### config.mk
export PLATFORM = sky130hd
export DESIGN_NAME = biquad_driver
export DESIGN_NICKNAME = d
export VERILOG_FILES = /design/src/rtl/equalizer_pkg.sv /design/src/rtl/sample_history.sv /design/src/rtl/biquad_driver.sv
export SDC_FILE = /design/constraint.sdc
export NUM_CORES = 1
export LEC_CHECK = 0
export CORE_AREA = 4 4 129 131
export DETAILED_ROUTE_END_ITERATION = 8
export DIE_AREA = 0 0 133 135
export DONT_BUFFER_PORTS = 1
export PLACE_DENSITY = 0.5
export SLEW_MARGIN = 20
export SYNTH_ARGS = -nofsm -noshare
export SYNTH_HDL_FRONTEND = slang
export SYNTH_SLANG_ARGS = --single-unit
### constraint.sdc
create_clock -name i_clk -period 2.2 [get_ports i_clk]
set_clock_uncertainty 0.2 [all_clocks]
set_input_delay 0.44 -clock i_clk [delete_from_list [all_inputs] [get_ports i_clk]]
set_output_delay 0.44 -clock i_clk [all_outputs]
set_load 0.005 [all_outputs]
### src/rtl/equalizer_pkg.sv
// equalizer_pkg: shared float32 type, driver FSM states and constants for the equalizer stage
package equalizer_pkg;
  typedef logic [31:0] float32_t;
  typedef enum logic [2:0] {IDLE, WAIT, FIRE, CAPT, HOLD} drv_state_e;
  localparam float32_t FLOAT_ZERO = 32'h0000_0000;
endpackage

### src/rtl/sample_history.sv
// sample_history: three-deep float32 sample shift register with synchronous clear
module sample_history
  import equalizer_pkg::*;
#(
  parameter int DATA_W = 32
) (
  input  logic              i_clk,
  input  logic              i_rst_n,
  input  logic              i_shift_en,
  input  logic              i_clear,
  input  logic [DATA_W-1:0] i_d,
  output logic [DATA_W-1:0] o_x0,
  output logic [DATA_W-1:0] o_x1,
  output logic [DATA_W-1:0] o_x2
);
  logic [DATA_W-1:0] x0_q, x1_q, x2_q;
  always_ff @(posedge i_clk) begin
    if (!i_rst_n || i_clear) begin
      x0_q <= DATA_W'(FLOAT_ZERO);
      x1_q <= DATA_W'(FLOAT_ZERO);
      x2_q <= DATA_W'(FLOAT_ZERO);
    end else if (i_shift_en) begin
      x2_q <= x1_q;
      x1_q <= x0_q;
      x0_q <= i_d;
    end
  end
  assign o_x0 = x0_q;
  assign o_x1 = x1_q;
  assign o_x2 = x2_q;
endmodule

### src/rtl/biquad_driver.sv
// biquad_driver: sample sequencer for one biquad band; waits out the filter pipeline, strobes o_start, returns y0.
// BIQUAD_DRV_BYPASS_EN adds i_bypass, which returns the raw sample without strobing the filter.
module biquad_driver
  import equalizer_pkg::*;
#(
  parameter int WAIT_CYCLES = 16,
  parameter int DATA_W      = 32
) (
  input  logic              i_clk,
  input  logic              i_rst_n,
  input  logic              i_in_valid,
  output logic              o_in_ready,
  input  logic [DATA_W-1:0] i_in_data,
  input  logic              i_flush,
`ifdef BIQUAD_DRV_BYPASS_EN
  input  logic              i_bypass,
`endif
  output logic [DATA_W-1:0] o_x0,
  output logic [DATA_W-1:0] o_x1,
  output logic [DATA_W-1:0] o_x2,
  output logic              o_start,
  input  logic [DATA_W-1:0] i_y0,
  output logic              o_out_valid,
  input  logic              i_out_ready,
  output logic [DATA_W-1:0] o_out_data,
  output logic              o_busy
);
  localparam int CNT_W = $clog2(WAIT_CYCLES + 1);
  drv_state_e        state_q;
  logic [CNT_W-1:0]  cnt_q;
  logic              start_q, valid_q, byp_q, byp, accept, flush;
  logic [DATA_W-1:0] data_q;
`ifdef BIQUAD_DRV_BYPASS_EN
  assign byp = i_bypass;
`else
  assign byp = 1'b0;
`endif
  assign o_in_ready = state_q == IDLE && !i_flush;
  assign accept     = i_in_valid && o_in_ready;
  assign flush      = state_q == IDLE && i_flush;
  sample_history #(.DATA_W(DATA_W)) u_hist (
    .i_clk      (i_clk),
    .i_rst_n    (i_rst_n),
    .i_shift_en (accept),
    .i_clear    (flush),
    .i_d        (i_in_data),
    .o_x0       (o_x0),
    .o_x1       (o_x1),
    .o_x2       (o_x2)
  );
  always_ff @(posedge i_clk) begin
    if (!i_rst_n) begin
      state_q <= IDLE;
      cnt_q   <= '0;
      start_q <= 1'b0;
      valid_q <= 1'b0;
      byp_q   <= 1'b0;
      data_q  <= '0;
    end else begin
      start_q <= 1'b0;
      case (state_q)
        IDLE: if (accept) begin
          byp_q   <= byp;
          cnt_q   <= CNT_W'(WAIT_CYCLES - 1);
          state_q <= byp ? CAPT : WAIT;
        end
        WAIT: if (cnt_q == '0) begin
          start_q <= 1'b1;
          state_q <= FIRE;
        end else cnt_q <= cnt_q - CNT_W'(1);
        FIRE: state_q <= CAPT;
        CAPT: begin
          data_q  <= byp_q ? o_x0 : i_y0;
          valid_q <= 1'b1;
          state_q <= HOLD;
        end
        HOLD: if (i_out_ready) begin
          valid_q <= 1'b0;
          state_q <= IDLE;
        end
        default: state_q <= IDLE;
      endcase
    end
  end
  assign o_start     = start_q;
  assign o_out_valid = valid_q;
  assign o_out_data  = data_q;
  assign o_busy      = state_q != IDLE;
endmodule

## Yosys cells after proc, flatten, opt, wreduce, memory -nomap -nowiden

Cells that the tools add are included.

| word-level totals | value |
|---|---|
| bits in registers | 138 |
| bits in latches | 0 |
| RAM bits | 0 |
| bits in read-only memories | 0 |
| input bits | 69 |
| output and inout port bits | 132 |
| word-level logic and storage cells | 42 |
| memories kept | 0 |

| operators by class | value |
|---|---|
| add/sub/neg operators | 1 |
| multipliers | 0 |
| div/mod/pow operators | 0 |
| order comparisons | 0 |
| equality and inequality tests | 8 |
| shifts and indexed selects | 0 |
| mux-type cells | 10 |
| bitwise operators | 0 |
| reduce and logical (&&, ||, !) cells | 15 |

Operators by type and width:

| operator | number |
|---|---|
| 3-bit one-hot mux with 5 select lines | 1 |
| 5-bit 2-to-1 mux | 2 |
| 5-bit one-hot mux with 2 select lines | 1 |
| 3-bit 2-to-1 mux | 3 |
| 2-bit inequality test, second input constant | 4 |
| 3-bit by 2-bit equality test with 1-bit output, second input constant | 2 |
| 3-bit AND reduction | 2 |
| 5-bit logical NOT | 1 |
| 5-bit by 1-bit subtractor with 5-bit output, second input constant | 1 |
| 2-bit AND reduction | 2 |
| 2-bit nonzero test | 2 |
| 3-bit by 1-bit equality test with 1-bit output, second input constant | 1 |
| 3-bit equality test, second input constant | 1 |
| 1-bit logical AND | 3 |
| 3-bit logical NOT | 1 |
| 3-bit nonzero test | 1 |
| 1-bit logical NOT | 2 |
| 1-bit 2-to-1 mux | 2 |
| 1-bit one-hot mux with 2 select lines | 1 |
| 1-bit logical OR | 1 |

## Logic depth before layout (Yosys ltp)

| logic depth | value |
|---|---|
| depth in word-level cells | 5 |
| depth in mapped cells | 6 |
| mapped depth without buffers | 5 |

## Hierarchy

Synthesis repeated with hierarchy kept, for this count alone.

| unflattened totals | value |
|---|---|
| cell total of the unflattened synthesis | 514 |
| area total of the unflattened synthesis | 5156.2 um2 |

Modules (own cells, without submodules):

| module | times used | cells an instance | area an instance (um2) |
|---|---|---|---|
| sample_history | 1 | 311 | 3443.3 |
| biquad_driver | 1 | 203 | 1712.9 |

## Worst setup path after synthesis

No wires, ideal clock.

| path | value |
|---|---|
| path type | reg2out |
| from | register state_q[2] |
| to | output port o_in_ready |
| arrival | 1.203 ns |
| required time | 1.560 ns |
| path slack | 0.357 ns |
| cell stages (with the launch flop) | 6 |
| cells stage by stage | dfxtp_1 > nor3_4 > inv_2 > buf_2 > clkbuf_1 > nor2_1 |

| on the way | value |
|---|---|
| word-level cells in the longest chain between the ends | 2 |

Ends and longest elaborated chain:

| item | RTL line | RTL |
|---|---|---|
| start: declaration | biquad_driver.sv:29 | `drv_state_e state_q;` |
| start signal: assignment | biquad_driver.sv:65 | `state_q <= byp ? CAPT : WAIT;` |
| 3-bit logical NOT | biquad_driver.sv:38 | `assign o_in_ready = state_q == IDLE && !i_flush;` |
| 1-bit logical AND | biquad_driver.sv:38 |  |
| end: declaration | biquad_driver.sv:12 | `output logic o_in_ready,` |

Every way passes these cells.

## Worst setup path in the final report

Ends and elaborated chain as after synthesis.

==> impl_metrics.yaml <==
status:
  outcome: "finished clean"
synth:
  ys_seq_area_share_pct: 51.94
  postSynthAreaPerCell_um2: 8.311
  synth_top_area_cell: "dfxtp_1"
  syn-num-nets: 710
  synth_xor_area_share_pct: 0
  ys_warn_count: 0
  yosys-top-cells-area: "dfxtp_1, a21oi_1, nand3_1"
  synth_cell_types: 35
  syn_area_um2: 5319
  synthSimpleGateAreaFrac_pct: 17.22
  synth_fa_ha_area_share_pct: 0.2352
  synthArstFlopShare_pct: 0
  synth-compound-area-share_pct: 24.94
  muxShareOfSynthArea_pct: 0
  synth_edf_count: 0
  syn_inst: 640
  ys_ff_latch: 138
  synth_flop_cell: "dfxtp_1"
  synth_top_area_share_pct: 51.94
  synth_top_family_by_area: "compound AO/OA/AOI/OAI gates"
drt:
  routed_wl_um: 15760
  drtIter0Drc: 341
  dr_total_vias: 4837
  drt-vias-per-instance: 5.368
  drc: 0
  antenna_left: 0
  wl_per_cell_um: 17.49
  drtPass1Iterations: 5
finish:
  antennaDiodeCount: 0
  finalNonFillerCells: 901
  drive_above_1_share_pct: 7.299
  nets: 744
  syn2layout_area_growth_pct: 26.30
cts:
  cts_setup_buffers: 0
  cts_hold_buf: 65
  h-tree-depth: 4
  cts_sinks: 138
  cts_tree: "built"
  cts_root_buf: "clkbuf_16"
  cts_made_buffers: 17
  ctsResizeCount: 0
  clkLatencyLatePin_ps: 410
  cts_buffer_depth: 2
  clk_pin_slew_ps: 60
floorplanning:
  ioPinCount: 201
  row_count: 46
  dieArea_um2: 17960
  die_h_um: 135
  core_area_um2: 15600
  start_util_pct: 34.10
  die_w_um: 133
sta:
  hold_violations: 0
  fin_crit_ps: 2030
  worst_pin_slew_ps: 698.2
  tns_ps: 0
  rsz0062_at_grt: "false"
  max_slew_margin_pct: 52.80
  max_freq_ghz: 0.4926
  fin_crit_sh_pct: 92.28
  maxSlewViolCount: 0
  setup_violations: 0
global_route:
  grt_usage_pct: 17.13
  first_global_vias: 4586
  grt_start_max_net_pins: 99
  grt-ovfl-total: 0
  grt_pass1_wl_um: 24670
  antenna_found_initial: 1
pwr:
  vdd_drop_max_uv: 511.1
  p_total_w: 0.006186
  power.density_nw_per_um2: 920.8
  leakage_nw: 2.185
critical_path:
  worst-setup-path-type: "reg2out"
  cp-start-kind: "flop"
  slowest_stage: "dfxtp_1"
  crit_chain: "nor3_4, inv_2, nor2_1"
  arrival_ps: 1390
  path_max_fanout: 18
  critPathMaxStageDelay_ps: 330
  endpoint_kind: "output port"
  cp.required_ps: 1560
worst_hold_path:
  hold_class: "in2reg"
placed_design:
  io_buffers: 0
  dp_cells: 806
  place_congestion: 0.8092
  place_hpwl_um: 9940
flow_run:
  drv_cap: 0
==> logic make-up after synthesis <==
group,after synthesis
AOI/OAI and AO/OA,240
adders and majority gates,1
buffers and inverters,72
DFF,138
and+or+nand+nor,189
==> registers in the layout, summed over array words and instances (netlist names) <==
signal	count
o_out_data	32
o_out_valid	1
u_hist.o_x0	32
u_hist.o_x2	32
state_q	3
cnt_q	5
o_start	1
u_hist.o_x1	32
==> placed cells by master (no fill, tap or decap), drive strengths merged <==
master / netlist / layout
dfxtp: 138 / 138
nand3: 99 / 99
a21oi: 99 / 99
o21ai: 98 / 98
nand2: 68 / 68
dlygate4sd3: 0 / 64
a21boi: 32 / 32
clkbuf: 49 / 22
buf: 18 / 18
inv: 5 / 5
and3: 4 / 4
nor2b: 4 / 4
clkinv: 0 / 4
nor2: 3 / 3
a221o: 2 / 2
nor4b: 2 / 2
o21a: 2 / 2
o311a: 2 / 2
bufinv: 0 / 2
clkinvlp: 0 / 2
nor3: 2 / 2
nor3b: 2 / 2
and3b: 1 / 1
nand3b: 1 / 1
nand2b: 1 / 1
or4b: 1 / 1
o32ai: 1 / 1
and4: 1 / 1
a211o: 1 / 1
a311oi: 1 / 1
o31ai: 1 / 1
a21o: 1 / 1
ha: 1 / 1
==> layer usage <==
metal  vias up  wire [um]  GRT usage (%)
met4         2        294          6.178
met2       181       7525          27.34
met1      2307       6476          20.32
met3        24       1446          7.899
li1       2323          -              -
met5         -         13              0
==> layout make-up <==
cell class	count	area (um^2)
Fill cell	1514	8880
Sequential cell	138	2763
Multi-Input combinational cell	430	2272
Timing Repair Buffer	82	850.8
Clock buffer	22	444.2
Tap cell	216	270.3
Clock inverter	8	98.84
Inverter	5	18.77
==> per-stage QoR <==
stage / hold slack, ps / instance area [um^2] / worst slack [ps] / util, %
3_3_place_gp: 257.0 / 5514 / 333.6 / 35.35
4_1_cts: 48.66 / 6718 / 134.7 / 43.07
6_report: 71.32 / 6718 / 169.9 / 43.07
5_1_grt: 52.67 / 6718 / 52.22 / 43.07
3_5_place_dp: 273.5 / 5514 / 275.6 / 35.35
2_1_floorplan: 234.6 / 5319 / 357.4 / -
==> critical path: cells and delay by family (launching register included) <==
kind                   cells  cell delay (ps)
AND/OR/NAND/NOR            2              430
flip-flops                 1              330
buffers and inverters      1              210
==> report_power, final <==
part	switching (W)	internal, W
clock	0.00101	0.00165
sequential	0.0000727	0.00257
combinational	0.000593	0.000294
total	0.00167	0.00451
==> synth_stat cells, drive strengths merged, types with 2 or more instances <==
cell	n
a21boi	32
a21oi	99
a221o	2
and3	4
buf	18
clkbuf	49
dfxtp	138
inv	5
nand2	68
nand3	99
nor2	3
nor2b	4
nor3	2
nor3b	2
nor4b	2
o21a	2
o21ai	98
o311a	2
==> final timing paths <==
path / depth (start not counted) / start / slack [ps] / end
min reg2reg: 2 / cnt_q[4]$_SDFFE_PN0P_ / 270 / cnt_q[4]$_SDFFE_PN0P_
min: 2 / i_out_ready / 70 / state_q[2]$_SDFFE_PN0P_
max: 3 / state_q[2]$_SDFFE_PN0P_ / 170 / o_in_ready
max reg2reg: 5 / cnt_q[0]$_SDFFE_PN0P_ / 260 / cnt_q[1]$_SDFFE_PN0P_
(Power assumes the default switching activity.)
